## config.mk

```make
export PLATFORM = sky130hd
export DESIGN_NAME = sync_fifo_w8
export DESIGN_NICKNAME = d
export VERILOG_FILES = /design/src/rtl/sync_fifo_w8_pkg.sv /design/src/rtl/sync_fifo_w8_ram.sv /design/src/rtl/sync_fifo_w8.sv
export SDC_FILE = /design/constraint.sdc
export NUM_CORES = 1
export LEC_CHECK = 0
export CORE_ASPECT_RATIO = 0.5
export CORE_MARGIN = 2
export CORE_UTILIZATION = 45
export CTS_BUF_LIST = sky130_fd_sc_hd__clkbuf_4
export CTS_CLUSTER_DIAMETER = 80
export DETAILED_ROUTE_END_ITERATION = 10
export PLACE_DENSITY = 0.72
export SETUP_SLACK_MARGIN = 0.05
export SYNTH_ARGS = -nofsm -noshare
export SYNTH_HDL_FRONTEND = slang
export SYNTH_SLANG_ARGS = --single-unit
```

## constraint.sdc

```tcl
create_clock -name aclk -period 2.8 [get_ports aclk]
set_clock_uncertainty 0.05 [all_clocks]
set_input_delay 0.42 -clock aclk [delete_from_list [all_inputs] [get_ports aclk]]
set_output_delay 0.42 -clock aclk [all_outputs]
set_load 0.01 [all_outputs]
```

## src/rtl/sync_fifo_w8_pkg.sv

```systemverilog
// Shared defaults and helpers for the sync_fifo_w8 FWFT FIFO.
package sync_fifo_w8_pkg;

  localparam int unsigned FIFO_W8_DEFAULT_WIDTH = 16;
  localparam int unsigned FIFO_W8_DEFAULT_DEPTH = 8;
  localparam int unsigned FIFO_W8_DEFAULT_PFULL = 4;

  function automatic int unsigned fifo_w8_ptr_w(input int unsigned depth);
    return (depth > 1) ? $clog2(depth) : 1;
  endfunction

endpackage

```

## src/rtl/sync_fifo_w8_ram.sv

```systemverilog
// Register-array storage: synchronous write port, asynchronous read port, no reset.
module sync_fifo_w8_ram #(
  parameter int unsigned WIDTH = 16,
  parameter int unsigned DEPTH = 8,
  parameter int unsigned AW    = 3
) (
  input  logic             clk_i,
  input  logic             we_i,
  input  logic [AW-1:0]    waddr_i,
  input  logic [WIDTH-1:0] wdata_i,
  input  logic [AW-1:0]    raddr_i,
  output logic [WIDTH-1:0] rdata_o
);

  logic [WIDTH-1:0] mem_q [DEPTH];

  always_ff @(posedge clk_i) begin
    if (we_i) begin
      mem_q[waddr_i] <= wdata_i;
    end
  end

  assign rdata_o = mem_q[raddr_i];

endmodule

```

## src/rtl/sync_fifo_w8.sv

```systemverilog
// Single-clock first-word-fall-through FIFO with programmable almost-full flag.
// Optional sticky overflow/underflow outputs are built when FIFO_W8_ERR_FLAGS_EN is defined.
module sync_fifo_w8
  import sync_fifo_w8_pkg::*;
#(
  parameter int unsigned WIDTH            = FIFO_W8_DEFAULT_WIDTH,
  parameter int unsigned DEPTH            = FIFO_W8_DEFAULT_DEPTH,
  parameter int unsigned PROG_FULL_THRESH = FIFO_W8_DEFAULT_PFULL
) (
  input  logic             aclk,
  input  logic             aresetn,
  input  logic [WIDTH-1:0] data_i,
  input  logic             data_we,
  output logic [WIDTH-1:0] data_o,
  input  logic             data_rd,
  output logic             prog_full,
  output logic             full,
  output logic             empty
`ifdef FIFO_W8_ERR_FLAGS_EN
  ,
  output logic             overflow,
  output logic             underflow
`endif
);

  localparam int unsigned PTR_W = fifo_w8_ptr_w(DEPTH);
  localparam int unsigned CNT_W = PTR_W + 1;
  localparam logic [CNT_W-1:0] DEPTH_C = CNT_W'(DEPTH);
  localparam logic [CNT_W-1:0] PFULL_C = CNT_W'(PROG_FULL_THRESH);

  logic [PTR_W-1:0] wr_ptr_q, wr_ptr_d;
  logic [PTR_W-1:0] rd_ptr_q, rd_ptr_d;
  logic [CNT_W-1:0] count_q, count_d;
  logic             wr_acc, rd_acc;

  assign empty     = (count_q == '0);
  assign full      = (count_q == DEPTH_C);
  assign prog_full = (count_q >= PFULL_C);

  // A pop frees a slot in the same cycle, so a full FIFO still takes a write alongside it.
  always_comb begin
    rd_acc   = data_rd & ~empty;
    wr_acc   = data_we & (~full | rd_acc);
    wr_ptr_d = wr_ptr_q + PTR_W'(wr_acc);
    rd_ptr_d = rd_ptr_q + PTR_W'(rd_acc);
    count_d  = count_q + CNT_W'(wr_acc) - CNT_W'(rd_acc);
  end

  always_ff @(posedge aclk) begin
    if (!aresetn) begin
      wr_ptr_q <= '0;
      rd_ptr_q <= '0;
      count_q  <= '0;
    end else begin
      wr_ptr_q <= wr_ptr_d;
      rd_ptr_q <= rd_ptr_d;
      count_q  <= count_d;
    end
  end

  sync_fifo_w8_ram #(
    .WIDTH (WIDTH),
    .DEPTH (DEPTH),
    .AW    (PTR_W)
  ) u_ram (
    .clk_i   (aclk),
    .we_i    (wr_acc & aresetn),
    .waddr_i (wr_ptr_q),
    .wdata_i (data_i),
    .raddr_i (rd_ptr_q),
    .rdata_o (data_o)
  );

`ifdef FIFO_W8_ERR_FLAGS_EN
  logic overflow_q, underflow_q;

  always_ff @(posedge aclk) begin
    if (!aresetn) begin
      overflow_q  <= 1'b0;
      underflow_q <= 1'b0;
    end else begin
      if (data_we & full & ~data_rd) overflow_q <= 1'b1;
      if (data_rd & empty)           underflow_q <= 1'b1;
    end
  end

  assign overflow  = overflow_q;
  assign underflow = underflow_q;
`endif

endmodule

```

* Word-level counts from Yosys, hierarchy flattened *
Memories as Yosys holds them, arrays and structs flattened. A register that Yosys moved wholly into a read port is not among the register bits.
Cells that the tools add are included.

storage, ports and cells
  bits in writable memories = 128
  output and inout bits = 19
  word-level logic and storage cells = 20
  memories kept = 1
  flip-flop bits (word level) = 10
  input bits = 20

memory list
  memory       words  width  read ports  clocked after Yosys merged registers in  write ports  line                    source
  u_ram.mem_q  8      16     1           1                                        1            sync_fifo_w8_ram.sv:15  logic [WIDTH-1:0] mem_q [DEPTH];

operators by class
  mux-type cells = 3
  bitwise gates (word level) = 6
  eq/ne operators = 1
  $add $sub $neg = 4
  order comparisons = 1
  reduce and logical (&&, ||, !) cells = 1

operators with widths
  operator              number
  $add A3 B1 Y3         2
  $add A4 B1 Y4         1
  $eq A4 B4 Y1 const B  1
  $ge A4 B3 Y1 const B  1
  $logic_not A4 Y1      1
  $sub A4 B1 Y4         1
  $and A1 B1 Y1         3
  $mux W3               1
  $mux W1               2
  $not A1 Y1            2
  $or A1 B1 Y1          1

* Longest topological paths before layout *
Gate-level depths: netlist of the first run.

  depth after elaboration = 8
  gate-level depth with buffers = 9
  mapped depth without buffers = 9

* Hierarchy *
From an unflattened synthesis of the first run, not the netlist that was laid out.

unflattened totals
  cell total of the unflattened synthesis = 253
  area total of the unflattened synthesis = 5517.8 µm²

by module, submodules not included
  module            cells an instance  area an instance (µm²)  times used  sequential area each (µm²)
  sync_fifo_w8_ram  198                4973.5                  1           3843.7
  sync_fifo_w8      55                 544.3                   1           200.2

* Worst setup path before layout of the first run *
Ideal clock, no wire load.

  path type = reg-to-reg
  start point = register count_q[2]
  end point = memory u_ram.mem_q[2][0] (enable)
  required time = 2341 ps
  slack = 231 ps
  stages on the path, launching flop included = 6
  arrival = 2110 ps
  library setup time = 409 ps
  buffers on the path = 0
  period minus slack after synthesis = 2569 ps
  path through = dfxtp_1 -> inv_1 -> ha_1 -> or3b_2 -> o21ai_0 -> nor3_1

on the way
  word-level cells in the longest chain between the ends = 8
  elaborated cells on any way between the ends = 10
  classes of those cells = eq/ne (1); mux (2); bitwise (6); reduce/logical (1)

RTL lines
  element                            line                    source
  start: declaration                 sync_fifo_w8.sv:33      logic [CNT_W-1:0] count_q, count_d;
  start signal: assignment           sync_fifo_w8.sv:57      count_q <= count_d;
  $logic_not A4 Y1                   sync_fifo_w8.sv:36      assign empty = (count_q == '0);
  $not A1 Y1                         sync_fifo_w8.sv:42      rd_acc = data_rd & ~empty;
  $and A1 B1 Y1                      sync_fifo_w8.sv:42
  $or A1 B1 Y1 (*)                   sync_fifo_w8.sv:43      wr_acc = data_we & (~full | rd_acc);
  $and A1 B1 Y1 (*)                  sync_fifo_w8.sv:43
  $and A1 B1 Y1 (*)                  sync_fifo_w8.sv:67      .we_i (wr_acc & aresetn),
  $mux W1 (*)                        sync_fifo_w8_ram.sv:18  if (we_i) begin
  $mux W1 (implied by the code) (*)  sync_fifo_w8_ram.sv:19  mem_q[waddr_i] <= wdata_i;
  end: declaration                   sync_fifo_w8_ram.sv:15

Every way passes the cells marked *; elsewhere a longest branch is shown, timed or not.

==> results of run 1 <==
-- final timing paths --
| check | from | end | cells after the start |
|---|---|---|---|
| worst max-delay path | rd_ptr_q[0]$_SDFF_PN0_ | data_o[9] | 5 |
| worst min-delay path | rd_ptr_q[1]$_SDFF_PN0_ | rd_ptr_q[1]$_SDFF_PN0_ | 2 |
| worst max register to register | count_q[2]$_SDFF_PN0_ | wr_ptr_q[2]$_SDFF_PN0_ | 10 |
| worst min register to register | rd_ptr_q[1]$_SDFF_PN0_ | rd_ptr_q[1]$_SDFF_PN0_ | 2 |
-- sequential cells by signal (all words and copies together), names as in the netlist --
name	flops
wr_ptr_q	3
u_ram.mem_q	128
rd_ptr_q	3
count_q	4
-- cell type report --
class                      instances  area share [%]
sequential                       138            61.9
timing repair buffer              63            9.54
multi-input combinational         96            20.7
clock inverter                    14            2.22
tap                              165            3.16
inverter                           7           0.402
clock buffer                      18            2.07
-- per-layer routing --
layer  share of wire, %  GRT usage, %  up-vias
li1                   -             -     1180
met1                 45          19.9     1300
met2                 50          26.8       53
met3                4.2          3.70       10
met4               0.88          7.05        0
met5                  0             0        -
-- placed cells by master (no fill, tap or decap), types with 2 or more instances in the layout --
master and instances:
edfxtp_1 128, clkdlybuf4s50_1 21, clkbuf_4 18, buf_4 18
mux4_1 16, mux4_2 16, mux2_2 15, and2_1 9
ha_1 9, dfxtp_1 9, inv_1 7, buf_2 6
nor2_1 4, nor3_2 4, inv_6 4, buf_12 4
xor2_1 3, clkdlybuf4s15_1 3, clkdlybuf4s15_2 3, clkbuf_2 3
or3b_2 2, nand2_1 2, nand2b_1 2, mux2i_1 2
nand3b_1 2, clkinvlp_4 2, clkinv_1 2, bufinv_16 2
clkinv_4 2, clkinv_2 2, buf_16 2, buf_6 2
-- logic make-up after synthesis --
| family | count (synthesis) |
|---|---|
| AOI/OAI and AO/OA | 4 |
| and+or+nand+nor | 29 |
| xor gates and xnor gates | 3 |
| DFF | 138 |
| buffers and inverters | 18 |
| adders and majority gates | 10 |
| muxes | 50 |
-- timing repair --
item                                    CTS  global route
endpoints found under the setup margin   16            15
buffers inserted                          6             4
hold buffers                              0             0
gates cloned                              3             0
gates resized for setup                  55            18
-- power by group through the flow --
stage | clock, mW | combinational, mW | sequential (mW)
floorplan | 0 | 0.796 | 2.43
global placement | 0 | 1.18 | 2.44
detailed placement | 0 | 1.21 | 2.45
CTS | 1.30 | 1.43 | 2.42
global route | 1.38 | 1.50 | 2.43
finish | 1.26 | 1.39 | 2.42
-- metrics by stage --
stage          hold WS [ns]  util, %  cells  area, sq um  power [mW]
6_report              0.546     54.9    501         6540        5.06
5_1_grt               0.552     54.9    501         6540        5.31
4_1_cts               0.531     55.5    498         6610        5.14
3_5_place_dp          0.522     51.9    457         6180        3.65
3_3_place_gp          0.516     51.9    457         6180        3.61
2_1_floorplan         0.469        -    252         5530        3.22
-- worst min-delay path, cell delays in order (launching register included) --
cell     delay (ns)
dfxtp_1        0.35
ha_1           0.12
and2_1         0.10
==> results.txt, run 1 <==
- Across the run, the number of max-cap violations was 0.
- Timing would allow up to 377 MHz.
* Number of H-tree levels: 4
* Share of the synthesized area in the top cell type: 69.6%
- For this configuration, the core starts out at a cell density of 46.4%.
- Final-report max-slew violation count: 0
* Sequential power share: 47.8%
- In this run the horizontal extent of the chip is 161 um.
- Vias in the first global route: 2,646
* Sw Ratio: 26.2%
* Top Ports: 39
* Flip-flop and latch count after synthesis: 138
- For this block, the initial DRC count from the detailed router was 161.
- Relative to the synthesized area, the layout overhead comes to 18.4%.
- Sort of element at the end of the critical path: output pin
* TritonCTS Buffers: 17
- Placeable Area: 11,900 sq um
- Entering global routing, the biggest net connects 29 pins.
- Setup repair after global routing missed its margin: yes
- During synthesis, Yosys emitted a total of 0 warnings.
* Mean instance size in the synthesized netlist: 21.9 sq um
- TritonCTS clock tree: done
- Sequential cell area in the final layout: 4050 sq um
- Fraction of power consumed by the clock network: 24.8%
* Number of antenna violations at the first check in global routing: 0
- After global routing the overflow that remains totals 0.
* Maximum vdd drop: 0.000325 V
- Synth Area in Compound Gates: 0.453%
- Among all stages on the critical path, the largest delay is contributed by mux4_2.
* Status: finished, final reports clean
* Number of port buffers: 38
* Combinational share of power: 27.4%
- Of the synthesized area, sequential elements account for 73.2%.
- R2r setup slk: 0.54 ns
* Commonest register cell after synthesis: edfxtp_1
- After synthesis, the largest family of logic cells by area is multiplexers.
- Of all flip-flops after synthesis, the portion carrying an async set or reset was 0%.
* Shortest clock period the worst path allows after layout: 2.66 ns
- Via-per-instance ratio: 5.08
- In the synthesized netlist, the number of instances is 252.
- Proportion of synthesized area in mux cells: 18.6%
- Fill cells: 924
- Switching power: 1.33 mW
* 1st-pass router iterations: 4
- The routed layout has 2,543 vias.
* Synth Net Count: 282
* Number of rows in the core area: 28
- Cell internal power was estimated by the tool at 3.74 mW.
- The synthesized netlist devotes 3.06% of its cell area to simple gates.
* Clk Tree Root Cell: clkbuf_4
- The synthesized netlist devotes 2.40% of its cell area to adder and majority cells.
- Kind of critical path: reg2out
- Worst slack after detailed placement: 0.332 ns
* Power density over the cells: 774 nW/um^2
- Crit path max fanout: 8
- Commonest cells in the synthesized netlist: edfxtp_1, mux4_1, mux2_2
- Together, buffers and inverters on the worst path number 3.
- Setup TNS Final: 0 ns
- For the pin with the worst max-slew slack, the measured transition is 0.370 ns.
- Dominant cells by area after synthesis: edfxtp_1, mux4_1, dfxtp_1, mux2_2, ha_1
- The floorplan step set the die height to 82.4 um.
- At the end of the flow, the number of nets in the layout was 353.
* First-pass GRT wire length: 14,500 um
- STA classifies the critical path startpoint as a register.
- HPWL after DPL: 5300 um
- Number of enable-type register cells in the synthesized netlist: 128
- # diodes: 0
* Antenna Violating Nets Remaining: 0
- Count of distinct cell types in the synthesized netlist: 30
* Detailed Route WL: 9880 um
- By instance count, the leading cell after synthesis is edfxtp_1.
- Period utilization: 94.8%
- For this run, the slowest stage of the critical path takes 0.49 ns.
- At the end of routability-driven placement, the weighted congestion stood at 0.741.
- Of all cell types, the one taking the most synthesized area is edfxtp_1.
* Die area: 13,200 sq um
* Clock slew at reported path FFs: 0.11 ns
- The multi-input combinational cells in the finished layout cover a total of 1360 sq um.
* Clock insertion delay at the later pin of the skew report: 0.50 ns
- DRC violations left: 0
- Hold Violations, Final: 0
* Leakage power total: 2.23 nW
- Combined area of all synthesized cells: 5530 sq um
- Data required time of the critical path: 2.33 ns
* Clk buf depth: 2
- Combined global-route utilization of all metal layers: 15.7%
- The cell family contributing the most delay on the critical path is multiplexers.
* Share of the synthesized netlist area taken by xor and xnor gates: 0.476%
- Final-report setup violation count: 0
- CTS saw 138 sinks.
- Setup slack of the critical path after layout: 0.145 ns
* Endpoint arrival time on the critical path: 2.19 ns
* Ratio of cells with drive above 1 in the final layout: 32.1%
* Headroom to the max-slew limit: 75.2%
* Average wire per cell in the routed design: 19.7 um
- Walking the worst path, the cells encountered are buf_6 -> buf_16 -> mux4_2 -> mux2_2 -> clkdlybuf4s15_2.
* Hold crit path type: reg2reg
Power figures use the tool's default switching activity.
==> run 2: changes to the inputs <==
- CORE_MARGIN: 2 -> unset
- GPL_ROUTABILITY_DRIVEN: unset -> 1
==> run 2 against run 1 <==
  * Combinational power fell by 8%
  * Die area decreased by 3.6%
  * Critical path depth down 1
  * Worst hold slack better by 0.011 ns
  * Global-route usage grew 0.46 points
  * Count of clock-buffer cells in the layout stayed put
  * Register-to-register slack about the same
  * Flip-flop and latch count did not move
  * Critical path type unchanged
  * Critical endpoint is now data_o[2]
  * Highest routed layer unchanged
==> results.txt, run 2 (same netlist as run 1, synthesis figures left out) <==
- Status: finished, final reports clean
- # nets final: 348 (-1.4%)
* Number of H-tree levels: 4 (unchanged)
- Hold Buf Count CTS: 0 (unchanged)
- The worst-margin pin slew came to 0.353 ns (-0.0177 ns).
- Clk buf depth: 2 (unchanged)
- The required time of the worst setup path came to 2.33 ns (about the same).
- The number of antenna violations at the first check in global routing was 0 (unchanged).
- Initial core utilization: 46.5% (+0.14 points)
- Number of port buffers: 38 (unchanged)
- Sort of element at the end of the critical path: output pin
- The count of maximum capacitance violations came to 0 (unchanged).
- Final-report max-slew violation count: 0 (unchanged)
- Gp weighted congestion: 0.702 (-5.2%)
* Setup slack of the critical path after layout: 0.157 ns (+0.0124 ns)
- TritonCTS Buffers: 17 (unchanged)
- The fraction of layout cells with a size suffix above 1 is 28.4% (-3.7 points).
- HPWL after DPL: 5270 um (-0.58%)
- The site row count is 28 (unchanged).
- The worst-path maximum fanout is 7 (-1).
- The count of boundary I/O pins came to 39 (unchanged).
- The instance count along the most critical hold path came to 1 (-1).
- Clk Tree Root Cell: clkbuf_4
- The remaining max-slew budget at the tightest pin is 76.4% (+1.2 points).
- 1st-pass router iterations: 4 (unchanged)
- Worst Hold Path EP: u_ram.mem_q[6][11]$_DFFE_PP_
- The clock-pin transition on the worst setup and hold timing paths was 0.13 ns (+0.02 ns).
* # diodes: 0 (unchanged)
* Total overflow reported by the global router: 0 (unchanged)
- Most common cell after layout, fill and taps aside: edfxtp_1
- Kind of critical path: reg2out
- Clock sinks: 138 (unchanged)
- HP Start: data_i[11]
- Maximum vdd drop: 0.000390 V (+20%)
- The period utilization came to 94.4% (-0.44 points).
- Relative to the synthesized area, the layout overhead comes to 18.0%.
- The non-filler instance count after layout came to 496 (-1.0%).
- Die area: 12,800 sq um (-3.6%)
* Via count: 2,528 (-0.59%)
- Placed cell count: 458 (+0.22%)
* Detailed Route WL: 9450 um (-4.4%)
- The number of global-route vias before repair was 2,645 (-0.038%).
- The top cell types in the final layout, fill and taps aside, are edfxtp_1, mux4_1, clkdlybuf4s50_1.
- Reg2reg end: wr_ptr_q[2]$_SDFF_PN0_
- In this run the critical register-to-register path is launched from count_q[2]$_SDFF_PN0_.
- The pre-CTS setup slack was 0.335 ns (+0.00355 ns).
- The number of routed nets with antenna violations was 0 (unchanged).
- Setup TNS Final: 0 ns (unchanged)
- R2r setup slk: 0.55 ns (about the same)
- DRC violations left: 0 (unchanged)
* Hold Violations, Final: 0 (unchanged)
* Shortest clock period the worst path allows after layout: 2.64 ns (-0.0124 ns)
- Average wire per cell in the routed design: 19.1 um (-3.4%)
- The largest registers in the layout are u_ram.mem_q (128), count_q (4).
- STA classifies the critical path startpoint as a register.
- The average vias per placed instance came to 5.10 (+0.41%).
- Flip-flop count of the largest register, all copies and words added: 128 (unchanged)
* Die extent in y: 80.4 um (-2.4%)
* Endpoint arrival time on the critical path: 2.17 ns (-0.02 ns)
* First-pass GRT wire length: 14,500 um (-0.57%)
- TritonCTS clock tree: done
- Chip Width: 159 um (-1.2%)
- The total chip power came to 4.99 mW (-1.5%).
* Number of cells on the worst reg-to-reg path: 10 (unchanged)
- Pin count of the biggest net entering global routing: 33 (+14%)
* Power density over the cells: 766 nW/um^2 (-1.1%)
- Setup repair after global routing missed its margin: no
- Timing-limited maximum frequency: 378 MHz (+0.47%)
- The worst hold path belongs to the class in2reg.
- Final-report setup violation count: 0 (unchanged)
- Leakage power total: 2.23 nW (+0.36%)
* Biggest register: u_ram.mem_q
- The number of design-rule violations left by the first detailed-router iteration came to 118 (-27%).
- Placeable Area: 11,900 sq um (-0.29%)
* Combined global-route utilization of all metal layers: 16.2% (+0.46 points)
* Clock insertion delay at the later pin of the skew report: 0.52 ns (+0.02 ns)
run 2: critical path, stage by stage (launching register included):
cell	delay (ns)
dfxtp_4	0.40
buf_12	0.13
mux4_1	0.55
mux2_2	0.29
dlygate4sd2_1	0.28
run 2: final cells by class:
cell class / count / area [sq um]
Multi-Input combinational cell: 96 / 1390
Tap cell: 165 / 206
Timing Repair Buffer: 58 / 549
Inverter: 7 / 26.3
Sequential cell: 138 / 4050
Fill cell: 898 / 5360
Clock inverter: 14 / 161
Clock buffer: 18 / 135
run 2: what timing repair did:
item | 4_1_cts | 5_1_grt
endpoints found under the setup margin | 16 | 15
setup buffers | 3 | 2
gates cloned | 1 | 0
gates resized for setup | 38 | 14
run 2: worst max path at each step:
stage	from	end	slack [ns]	cells after the start
5_1_grt	rd_ptr_q[0]$_SDFF_PN0_	data_o[12]	0.07	4
6_report	rd_ptr_q[0]$_SDFF_PN0_	data_o[2]	0.16	4
4_1_cts	rd_ptr_q[0]$_SDFF_PN0_	data_o[1]	0.05	5
2_1_floorplan	count_q[2]$_SDFF_PN0_	u_ram.mem_q[2][0]$_DFFE_PP_	0.23	5
3_5_place_dp	rd_ptr_q[0]$_SDFF_PN0_	data_o[13]	0.34	4
3_3_place_gp	rd_ptr_q[0]$_SDFF_PN0_	data_o[11]	0.38	4
run 2: metrics by stage:
stage	util [%]	cell area [sq um]	hold WS (ns)
3_5_place_dp	52.1	6190	0.540
3_3_place_gp	52.1	6190	0.515
4_1_cts	55.1	6550	0.507
2_1_floorplan	-	5530	0.469
6_report	54.9	6520	0.556
5_1_grt	54.9	6520	0.487
run 2: layer usage:
metal | up-vias | part of all wire (%) | GRT usage (%)
met1 | 1284 | 46 | 20.1
met4 | 0 | 0.92 | 4.66
met5 | - | 0 | 0
met2 | 45 | 50 | 27.2
met3 | 10 | 3.6 | 5.58
li1 | 1189 | - | -
run 2: where the power goes:
| group | switching (mW) | internal, mW | total [mW] | leakage (nW) |
|---|---|---|---|---|
| clock network | 0.744 | 0.562 | 1.31 | 0.156 |
| logic | 0.532 | 0.745 | 1.28 | 0.838 |
| registers | 0.0541 | 2.35 | 2.41 | 1.24 |
| total | 1.33 | 3.66 | 4.99 | 2.23 |
